==> config.mk <==
export PLATFORM = sky130hd
export DESIGN_NAME = spiker_result_reader
export DESIGN_NICKNAME = d
export VERILOG_FILES = /design/src/rtl/spiker_adapter_pkg.sv /design/src/rtl/spiker_spike_counter.sv /design/src/rtl/spiker_result_reader.sv
export SDC_FILE = /design/constraint.sdc
export NUM_CORES = 1
export LEC_CHECK = 0
export CORE_UTILIZATION = 30
export CTS_BUF_LIST = sky130_fd_sc_hd__clkbuf_2
export DETAILED_ROUTE_END_ITERATION = 8
export PLACE_DENSITY = 0.57
export SYNTH_ARGS = -nofsm -noshare
export SYNTH_HDL_FRONTEND = slang
export SYNTH_HIERARCHICAL = 1
export SYNTH_SLANG_ARGS = --single-unit
==> constraint.sdc <==
create_clock -name clk_i -period 3.8 [get_ports clk_i]
set_input_delay 0.76 -clock clk_i [delete_from_list [all_inputs] [get_ports clk_i]]
set_output_delay 0.76 -clock clk_i [all_outputs]
set_load 0.05 [all_outputs]
==> src/rtl/spiker_adapter_pkg.sv <==
// rtl/spiker_adapter_pkg.sv - shared types and constants for the Spiker adapter
package spiker_adapter_pkg;

  typedef enum logic [1:0] {IDLE, ACCUM, ARGMAX, WRITE} reader_state_e;

  localparam int RESULT_VALID_BIT = 31;
  localparam int RESULT_OVR_BIT   = 16;
  localparam int RESULT_IDX_W     = 16;

  typedef struct packed {
    logic start;
    logic clear;
  } spiker_adapter_reg2hw_t;

  typedef struct packed {
    logic cnt_de;
    logic result_de;
    logic irq;
  } spiker_adapter_hw2reg_t;

  function automatic int n_cnt_reg(input int n_out, input int cnt_width, input int width);
    return (n_out * cnt_width + width - 1) / width;
  endfunction

endpackage

==> src/rtl/spiker_spike_counter.sv <==
// rtl/spiker_spike_counter.sv - saturating per-neuron spike counter
module spiker_spike_counter #(
  parameter int CNT_WIDTH = 8
) (
  input  logic                 clk_i,
  input  logic                 rst_i,
  input  logic                 clr_i,
  input  logic                 inc_i,
  output logic [CNT_WIDTH-1:0] cnt_o
);

  always_ff @(posedge clk_i) begin
    if (rst_i || clr_i) begin
      cnt_o <= '0;
    end else if (inc_i && (cnt_o != '1)) begin
      cnt_o <= cnt_o + CNT_WIDTH'(1);
    end
  end

endmodule

==> src/rtl/spiker_result_reader.sv <==
// rtl/spiker_result_reader.sv - spike accumulation, sequential argmax and hw2reg write-back
module spiker_result_reader
  import spiker_adapter_pkg::*;
#(
  parameter int WIDTH     = 32,
  parameter int N_OUT     = 10,
  parameter int CNT_WIDTH = 8,
  parameter int N_STEPS   = 100,
  localparam int N_CNT_REG = n_cnt_reg(N_OUT, CNT_WIDTH, WIDTH)
) (
  input  logic                       clk_i,
  input  logic                       rst_i,
  input  logic                       start_i,
  input  logic                       clear_i,
  input  logic [N_OUT-1:0]           spikes_i,
  input  logic                       spikes_valid_i,
  output logic                       busy_o,
  output logic [N_CNT_REG*WIDTH-1:0] cnt_d_o,
  output logic                       cnt_de_o,
  output logic [WIDTH-1:0]           result_d_o,
  output logic                       result_de_o,
  output logic                       irq_o
);

  localparam int IDX_W  = (N_OUT > 1) ? $clog2(N_OUT) : 1;
  localparam int STEP_W = $clog2(N_STEPS + 1);
  localparam logic [IDX_W-1:0]  LAST_IDX  = IDX_W'(N_OUT - 1);
  localparam logic [STEP_W-1:0] LAST_STEP = STEP_W'(N_STEPS - 1);

  spiker_adapter_reg2hw_t reg2hw;
  spiker_adapter_hw2reg_t hw2reg_q;

  reader_state_e         state_q;
  logic [STEP_W-1:0]     step_q;
  logic [IDX_W-1:0]      idx_q;
  logic [IDX_W-1:0]      best_idx_q;
  logic [CNT_WIDTH-1:0]  best_cnt_q;
  logic                  ovr_q;
  logic [WIDTH-1:0]      result_q;

  logic [CNT_WIDTH-1:0]  cnt [N_OUT];
  logic                  start_ok;
  logic                  cnt_clr;
  logic                  accept;
  logic [CNT_WIDTH-1:0]  cur_cnt;
  logic                  take;
  logic [IDX_W-1:0]      win_idx;
  logic                  ovr_now;
  logic [WIDTH-1:0]      result_next;

  assign reg2hw   = '{start: start_i, clear: clear_i};
  assign start_ok = reg2hw.start && (state_q == IDLE);
  assign cnt_clr  = reg2hw.clear || start_ok;
  assign accept   = (state_q == ACCUM) && spikes_valid_i;

  for (genvar k = 0; k < N_OUT; k++) begin : g_cnt
    spiker_spike_counter #(
      .CNT_WIDTH(CNT_WIDTH)
    ) u_cnt (
      .clk_i (clk_i),
      .rst_i (rst_i),
      .clr_i (cnt_clr),
      .inc_i (accept && spikes_i[k]),
      .cnt_o (cnt[k])
    );
  end

  // Strict compare keeps the earlier (lower) index on ties.
  assign cur_cnt = cnt[idx_q];
  assign take    = cur_cnt > best_cnt_q;
  assign win_idx = take ? idx_q : best_idx_q;
  assign ovr_now = ovr_q || ((state_q == ARGMAX) && spikes_valid_i);

  always_comb begin
    result_next = '0;
    result_next[RESULT_IDX_W-1:0] = RESULT_IDX_W'(win_idx);
    result_next[RESULT_OVR_BIT]   = ovr_now;
    result_next[RESULT_VALID_BIT] = 1'b1;
  end

  always_comb begin
    cnt_d_o = '0;
    for (int k = 0; k < N_OUT; k++) begin
      cnt_d_o[k*CNT_WIDTH +: CNT_WIDTH] = cnt[k];
    end
  end

  always_ff @(posedge clk_i) begin
    if (rst_i || reg2hw.clear) begin
      state_q    <= IDLE;
      step_q     <= '0;
      idx_q      <= '0;
      best_idx_q <= '0;
      best_cnt_q <= '0;
      ovr_q      <= 1'b0;
      result_q   <= '0;
      hw2reg_q   <= '0;
    end else begin
      hw2reg_q <= '0;
      case (state_q)
        IDLE: begin
          if (reg2hw.start) begin
            state_q  <= ACCUM;
            step_q   <= '0;
            ovr_q    <= 1'b0;
            result_q <= '0;
          end
        end
        ACCUM: begin
          if (spikes_valid_i) begin
            step_q <= step_q + STEP_W'(1);
            if (step_q == LAST_STEP) begin
              state_q    <= ARGMAX;
              idx_q      <= '0;
              best_idx_q <= '0;
              best_cnt_q <= '0;
            end
          end
        end
        ARGMAX: begin
          ovr_q      <= ovr_now;
          best_idx_q <= win_idx;
          best_cnt_q <= take ? cur_cnt : best_cnt_q;
          idx_q      <= idx_q + IDX_W'(1);
          if (idx_q == LAST_IDX) begin
            state_q  <= WRITE;
            result_q <= result_next;
            hw2reg_q <= '{cnt_de: 1'b1, result_de: 1'b1, irq: 1'b1};
          end
        end
        WRITE: begin
          if (spikes_valid_i) ovr_q <= 1'b1;
          state_q <= IDLE;
        end
        default: state_q <= IDLE;
      endcase
    end
  end

  assign busy_o      = (state_q != IDLE);
  assign result_d_o  = result_q;
  assign cnt_de_o    = hw2reg_q.cnt_de;
  assign result_de_o = hw2reg_q.result_de;
  assign irq_o       = hw2reg_q.irq;

endmodule
==> results of run 1 <==
-- worst max path at each step --
| stage | startpoint | end | slack (ns) | cells after the start |
|---|---|---|---|---|
| detailed placement | idx_q[0]$_SDFFE_PP0P_ | best_cnt_q[6]$_SDFFE_PP0P_ | 0.23 | 10 |
| finish | idx_q[0]$_SDFFE_PP0P_ | result_d_o[0]$_SDFFE_PP0P_ | 0.48 | 10 |
| floorplan | idx_q[0]$_SDFFE_PP0P_ | best_cnt_q[0]$_SDFFE_PP0P_ | 0.75 | 11 |
| CTS | idx_q[0]$_SDFFE_PP0P_ | best_cnt_q[6]$_SDFFE_PP0P_ | 0.17 | 10 |
| global route | idx_q[0]$_SDFFE_PP0P_ | result_d_o[0]$_SDFFE_PP0P_ | 0.14 | 10 |
| global placement | idx_q[0]$_SDFFE_PP0P_ | best_cnt_q[5]$_SDFFE_PP0P_ | 0.34 | 10 |
-- sequential cells by signal, indices dropped and copies added, names as in the netlist --
signal and cells:
g_cnt.u_cnt/cnt_o 80, best_idx_q 4, state_q 2, result_d_o 6, ovr_q 1, cnt_de_o 1
step_q 7, best_cnt_q 8, idx_q 4
-- power groups by stage --
stage | registers [uW] | logic, uW | clock network [uW]
final | 1190 | 228 | 848
after global routing | 1190 | 243 | 943
after CTS | 1190 | 228 | 885
after detailed placement | 1220 | 227 | 0
after global placement | 1220 | 226 | 0
after floorplan | 1220 | 198 | 0
-- synth_stat cells, types with 2 or more instances --
master	number	area, sq um
sky130_fd_sc_hd__a221o_1	2	20.02
sky130_fd_sc_hd__buf_2	14	70.07
sky130_fd_sc_hd__dfxtp_1	113	2262
sky130_fd_sc_hd__nor3_1	8	40.04
sky130_fd_sc_hd__and4_2	10	100.1
sky130_fd_sc_hd__o2111ai_1	10	87.58
sky130_fd_sc_hd__o21ai_0	28	140.1
sky130_fd_sc_hd__mux2i_1	49	490.5
sky130_fd_sc_hd__nand2_1	88	330.3
sky130_fd_sc_hd__nand3_1	20	100.1
sky130_fd_sc_hd__ha_1	26	325.3
sky130_fd_sc_hd__a22oi_1	9	67.56
sky130_fd_sc_hd__xor2_1	5	43.79
sky130_fd_sc_hd__clkbuf_1	4	15.01
sky130_fd_sc_hd__and2_2	10	75.07
sky130_fd_sc_hd__or3_2	10	75.07
sky130_fd_sc_hd__or3_1	22	137.6
sky130_fd_sc_hd__and3b_1	20	175.2
sky130_fd_sc_hd__inv_1	25	93.84
sky130_fd_sc_hd__buf_4	45	337.8
sky130_fd_sc_hd__a21boi_0	10	75.07
sky130_fd_sc_hd__a22o_2	8	80.08
sky130_fd_sc_hd__nand4_1	26	162.7
sky130_fd_sc_hd__nor2b_1	4	25.02
sky130_fd_sc_hd__nor2_1	34	127.6
sky130_fd_sc_hd__a21boi_2	10	112.6
sky130_fd_sc_hd__buf_1	2	7.510
sky130_fd_sc_hd__and3_1	30	187.7
sky130_fd_sc_hd__or4_1	10	75.07
sky130_fd_sc_hd__or2_2	2	12.51
sky130_fd_sc_hd__mux4_2	16	360.4
sky130_fd_sc_hd__o22ai_1	2	12.51
sky130_fd_sc_hd__and4_1	11	96.34
sky130_fd_sc_hd__nor4_1	11	68.82
sky130_fd_sc_hd__a21oi_1	62	310.3
sky130_fd_sc_hd__o21a_1	2	15.01
-- routing by layer --
layer / routed length [microns] / vias to the layer above / share of wire [%] / global-route usage [%]
li1: - / 3060 / - / -
met1: 9789 / 3006 / 50 / 24.13
met2: 8523 / 185 / 43 / 24.50
met3: 1106 / 16 / 5.6 / 4.397
met4: 209 / 0 / 1.1 / 4.619
met5: 0 / - / 0 / 0
-- area by class of cell --
class / instances / area (sq um) / share of cell area [%]
clock inverter: 13 / 143.9 / 1.728
inverter: 25 / 93.84 / 1.127
sequential: 113 / 2263 / 27.18
timing repair buffer: 115 / 1124 / 13.49
tap: 285 / 356.6 / 4.282
multi-input combinational: 613 / 4250 / 51.04
clock buffer: 19 / 95.09 / 1.142
-- per-stage QoR --
step                      std cells  total power [uW]
after floorplan                 817              1416
after global placement         1151              1442
after detailed placement       1151              1443
after CTS                      1183              2305
after global routing           1183              2380
final                          1183              2267
-- critical path, delay by kind of cell (launching register included) --
| family | cells | cell delay [ns] |
|---|---|---|
| compound gates | 6 | 1.27 |
| flops | 1 | 0.69 |
| mux | 1 | 0.57 |
| simple gates | 2 | 0.39 |
| fa+ha+maj | 1 | 0.32 |
-- logic make-up after synthesis --
kind of cell	Yosys count	share of synthesized area [%]
simple gates	320	26.48
xor+xnor	5	0.6360
mux	65	12.36
other cells	1	0.05446
buf+inv	91	7.778
fa+ha+maj	26	4.725
flops	113	32.85
compound gates	155	15.12
==> flow_summary_export.csv, run 1 <==
group,metric,value,unit
sta,rsz_0062_raised_after_global_routing,"false",
setup_path,r2r_slack,0.48,ns
setup_path,worst-setup-path-type,"reg2reg",
placement,pre_cts_slack,0.2302,ns
sta,timing.setup.tns,0,ns
clock_network,clock_sink_total,113,
synth,synth-warning-count,6,
synth,flops_latches_synth,113,
die,effective_utilization_at_floorplan,30.50,%
synth,synth-async-reset-ratio,0,%
global_route,antenna_found_initial,0,
power,vdd_ir_drop_max,0.1316,mV
power,power_report.internal_total,1601,uW
setup_path,start_kind,"register",
detailed_routing,detail_route.drc_violations,0,
synth,syn_avg_cell_area,8.873,sq um
clock_network,max_buffers_root_to_sink,2,
power,cellPowerDensity,272.2,mW/mm^2
finish,finish.instance_area,0.008327,sq mm
power,power.share.sequential,52.6,%
run_status,status,"completed",
sta,timing.final.max_slew_violations,0,
worst_hold_path,min_path_type,"reg2reg",
clock_network,clockRootBuffer,"sky130_fd_sc_hd__clkbuf_2",
setup_path,r2r-end,"result_d_o[0]$_SDFFE_PP0P_",
setup_path,worst-path-max-fanout,16,
job,drv.max_cap_violation_count,0,
finish,area.growth.synth_to_final,20.93,%
placement,io_buffers,104,
setup_path,critPathRequiredTime,4.41,ns
power,netSwitchingFraction,29.40,%
setup_path,critical_path.max_stage_delay,0.69,ns
sta,final.setup_skew,0.02874,ns
global_route,global_route.overflow_total,0,
sta,finalSetupViolations,0,
clock_network,cts_buffers,17,
clock_network,clk_pin_slew_worst_paths,0.18,ns
worst_hold_path,hold_depth,2,
placement,gp_routability_congestion,0.8413,
finish,postLayoutCoreUtil,36.89,%
die,core,0.02257,sq mm
die,chipHeight,153.5,microns
power,switching_power,666.4,uW
detailed_routing,via_count,6267,
synth,netlist-cell-type-count,54,
placement,placement.cell_area,0.008082,sq mm
setup_path,path_cells,"mux4_2 -> a22oi_1 -> o21ai_0 -> ha_1 -> nor2b_1 -> o211ai_1 -> a21oi_1 -> o31a_1 -> and4_1 -> a221o_1",
sta,worst_slew_margin_rel,36.63,%
finish,final.fill_count,2336,
setup_path,critPathArrivalTime,3.93,ns
finish,net_total_in_the_final_layout,926,
sta,period_share,87.50,%
power,power.share.clock,37.4,%
placement,hpwl_dp,14470,microns
sta,worstMarginPinSlew,0.9506,ns
global_route,vias_in_the_first_global_route,5530,
detailed_routing,post_drt_via_cell_ratio,5.298,
sta,whs,0.4866,ns
sta,final_critical_path_setup_slack,0.4751,ns
setup_path,rr_startpoint,"idx_q[0]$_SDFFE_PP0P_",
power,power.static_leakage,0.002979,uW
synth,synth_cells,776,
synth,synth-edff-count,0,
finish,most_frequent_standard_cell_in_the_layout_excluding_fill_and_tap_cells,"sky130_fd_sc_hd__dfxtp_1",
die,io_pins,147,
worst_hold_path,hold_start,"best_idx_q[1]$_SDFFE_PP0P_",
finish,layout.cells.most_common_list,"112 x sky130_fd_sc_hd__dfxtp_1, 104 x sky130_fd_sc_hd__clkdlybuf4s50_1, 88 x sky130_fd_sc_hd__nand2_1",
detailed_routing,totalWireLength,19630,microns
synth,cell_area_after_synthesis,0.006885,sq mm
global_route,grt.total_usage,16.79,%
detailed_routing,detailedRoute.firstPassIterationCount,5,
clock_network,post_cts_setup_buffers,0,
global_route,grt_start_max_net_pins,47,
setup_path,critical_path.slowest_cell,"sky130_fd_sc_hd__dfxtp_2",
finish,share_of_cells_above_drive_strength_1,12.69,%
sta,report.final.hold_viol_count,0,
setup_path,critPathCaptureType,"register",
die,floorplan.die.width,153.5,microns
detailed_routing,drt_iter0_drc,465,
sta,achievable_freq,0.3008,GHz
clock_network,clock_tree_from_tritoncts,"done",
clock_network,cts-htree-levels,4,
synth,ys.flop_type,"sky130_fd_sc_hd__dfxtp_1",
clock_network,clkLatencyLatePin,0.70,ns
synth,synth_sequential_area_ratio,32.85,%
power,comb_power_share,10.0,%
detailed_routing,drt.antenna.violating_nets,0,
clock_network,cts_hold_buffers,0,
worst_hold_path,min_to,"best_idx_q[1]$_SDFFE_PP0P_",
clock_network,postCtsResizedCells,0,
die,die_area,0.02356,sq mm
finish,antennaDiodeCount,0,
die,placementRows,55,
sta,layout_min_cycle_time,3.325,ns
detailed_routing,wl_per_cell,16.59,microns
global_route,grt_pass1_wl,31250,microns
setup_path,worstRegToRegCells,10,
No activity file was read; power rests on OpenSTA's default activity.
==> run 2, diff against run 1 <==
--- a/config.mk
+++ b/config.mk
@@ -9,6 +9,7 @@
 export CTS_BUF_LIST = sky130_fd_sc_hd__clkbuf_2
 export DETAILED_ROUTE_END_ITERATION = 8
 export PLACE_DENSITY = 0.57
+export SETUP_SLACK_MARGIN = 0.4
 export SYNTH_ARGS = -nofsm -noshare
 export SYNTH_HDL_FRONTEND = slang
 export SYNTH_HIERARCHICAL = 1
==> run 2 against run 1 <==
Compared with the run above: sequential share of layout area down 0.23 points; hold slack hardly changed; die area did not move; critical path depth is the same; clock skew is essentially flat; global-route usage stayed put; largest cell class unchanged.
==> flow_summary_export.csv, run 2 (synthesis results as in run 1) <==
group,metric,value,unit
die,chipHeight,153.5,microns
die,floorplan.die.width,153.5,microns
finish,area.growth.synth_to_final,22.15,%
finish,finish.instance_area,0.008411,sq mm
sta,worst_slew_margin_rel,36.60,%
clock_network,cts_hold_buffers,0,
finish,largest_register_ff_count,80,
job,drv.max_cap_violation_count,0,
die,die_area,0.02356,sq mm
setup_path,r2r-end,"result_d_o[0]$_SDFFE_PP0P_",
die,placementRows,55,
finish,net_total_in_the_final_layout,935,
setup_path,critPathRequiredTime,4.40,ns
clock_network,max_buffers_root_to_sink,2,
finish,most_frequent_standard_cell_in_the_layout_excluding_fill_and_tap_cells,"sky130_fd_sc_hd__dfxtp_1",
detailed_routing,drt_iter0_drc,522,
global_route,vias_in_the_first_global_route,5533,
power,cellPowerDensity,269.5,mW/mm^2
setup_path,start_kind,"register",
global_route,grt.total_usage,16.79,%
detailed_routing,totalWireLength,19780,microns
clock_network,cts-htree-levels,4,
global_route,grt_start_max_net_pins,47,
setup_path,worst-setup-path-type,"reg2reg",
detailed_routing,drt.antenna.violating_nets,0,
setup_path,critPathCaptureType,"register",
sta,timing.final.max_slew_violations,0,
finish,layout.cells.most_common_list,"111 x sky130_fd_sc_hd__dfxtp_1, 104 x sky130_fd_sc_hd__clkdlybuf4s50_1, 88 x sky130_fd_sc_hd__nand2_1",
detailed_routing,detailedRoute.firstPassIterationCount,5,
global_route,gr-usage-met1,24.09,%
global_route,antenna_found_initial,0,
worst_hold_path,hold_depth,2,
clock_network,clk_pin_slew_worst_paths,0.18,ns
global_route,use_met3,4.397,%
setup_path,worstRegToRegCells,10,
power,vdd_ir_drop_max,0.1316,mV
clock_network,cts_buffers,17,
setup_path,rr_startpoint,"idx_q[0]$_SDFFE_PP0P_",
detailed_routing,detail_route.drc_violations,0,
sta,final.setup_skew,0.02861,ns
sta,achievable_freq,0.3174,GHz
clock_network,clkLatencyLatePin,0.69,ns
global_route,top_usage_layer,"met2",
clock_network,clock_tree_from_tritoncts,"done",
sta,timing.setup.tns,0,ns
sta,final_critical_path_setup_slack,0.6492,ns
sta,rsz_0062_raised_after_global_routing,"false",
finish,antennaDiodeCount,0,
placement,io_buffers,104,
finish,largest_register,"g_cnt.u_cnt/cnt_o",
setup_path,r2r_slack,0.65,ns
placement,gp_routability_congestion,0.8413,
worst_hold_path,hold_start,"best_idx_q[1]$_SDFFE_PP0P_",
finish,postLayoutCoreUtil,37.26,%
detailed_routing,wl_per_cell,16.59,microns
die,io_pins,147,
sta,layout_min_cycle_time,3.151,ns
die,effective_utilization_at_floorplan,30.50,%
finish,layout_top_registers,"g_cnt.u_cnt/cnt_o: 80 flops, best_cnt_q: 8 flops, step_q: 7 flops",
placement,place.detailed.instances,1151,
sta,report.final.hold_viol_count,0,
global_route,grt_pass1_wl,31250,microns
global_route,global_route.usage.met2,24.55,%
placement,placement.cell_area,0.008082,sq mm
detailed_routing,via_count,6271,
power,power.static_leakage,0.003031,uW
setup_path,critPathArrivalTime,3.75,ns
finish,multi_input_comb_area,0.004250,sq mm
sta,worstMarginPinSlew,0.9510,ns
die,core,0.02257,sq mm
finish,layout.area.seq,0.002267,sq mm
placement,pre_cts_slack,0.2302,ns
clock_network,clockRootBuffer,"sky130_fd_sc_hd__clkbuf_2",
finish,final.fill_count,2332,
worst_hold_path,min_path_type,"reg2reg",
sta,finalSetupViolations,0,
clock_network,clock_sink_total,113,
finish,final-instance-count-excl-fill,1192,
sta,period_share,82.92,%
run_status,status,"completed",
detailed_routing,post_drt_via_cell_ratio,5.261,
placement,hpwl_dp,14470,microns
setup_path,worst-path-max-fanout,12,
finish,share_of_cells_above_drive_strength_1,13.67,%
global_route,global_route.overflow_total,0,
worst_hold_path,min_to,"best_idx_q[1]$_SDFFE_PP0P_",
## run 2: cell count changes in the layout (fill, tap and decap cells not counted), sizes merged
cell,change
buf,+9
## run 2: critical path: stages, from the launching register on
cell,delay (ns)
sky130_fd_sc_hd__dfxtp_4,0.48
sky130_fd_sc_hd__buf_12,0.13
sky130_fd_sc_hd__mux4_2,0.49
sky130_fd_sc_hd__a22oi_1,0.21
sky130_fd_sc_hd__o21ai_0,0.15
sky130_fd_sc_hd__ha_1,0.32
sky130_fd_sc_hd__a211oi_1,0.24
sky130_fd_sc_hd__nor2_1,0.12
sky130_fd_sc_hd__o31a_1,0.37
sky130_fd_sc_hd__and4_1,0.26
sky130_fd_sc_hd__a221o_1,0.29
## run 2: final cells by class
cell class	count	area share [%]
Multi-Input combinational cell	613	50.54
Sequential cell	113	26.96
Timing Repair Buffer	124	14.31
Tap cell	285	4.240
Clock inverter	13	1.711
Clock buffer	19	1.131
Inverter	25	1.116
## run 2: worst max path at each step
stage / startpoint / end / slack [ns]
2_1_floorplan: idx_q[0]$_SDFFE_PP0P_ / best_cnt_q[0]$_SDFFE_PP0P_ / 0.75
3_3_place_gp: idx_q[0]$_SDFFE_PP0P_ / best_cnt_q[5]$_SDFFE_PP0P_ / 0.34
3_5_place_dp: idx_q[0]$_SDFFE_PP0P_ / best_cnt_q[6]$_SDFFE_PP0P_ / 0.23
4_1_cts: idx_q[0]$_SDFFE_PP0P_ / result_d_o[1]$_SDFFE_PP0P_ / 0.43
5_1_grt: state_q[0]$_SDFFE_PP0P_ / busy_o / 0.45
6_report: idx_q[0]$_SDFFE_PP0P_ / result_d_o[0]$_SDFFE_PP0P_ / 0.65
## run 2: metal layers
metal  wire length (microns)  up-vias
met2                    8629      200
met4                     164        0
met5                       0        -
li1                        -     3068
met3                    1169       11
met1                    9813     2992
## run 2: report_power, final
| group | internal (uW) | switching, uW |
|---|---|---|
| Clock | 362 | 487 |
| Sequential | 1190 | 2.69 |
| Combinational | 50.2 | 177 |
| Total | 1600 | 667 |
## run 2: stage by stage
| step | hold slack (ns) | total power, uW |
|---|---|---|
| 2_1_floorplan | 0.4445 | 1416 |
| 3_3_place_gp | 0.4606 | 1442 |
| 3_5_place_dp | 0.4588 | 1443 |
| 4_1_cts | 0.4873 | 2305 |
| 5_1_grt | 0.5190 | 2379 |
| 6_report | 0.4870 | 2267 |
## run 2: repair_timing
action / in CTS / in global routing
buffers inserted: 0 / 9
gates resized for setup: 1 / 2
setup endpoints to repair: 8 / 15
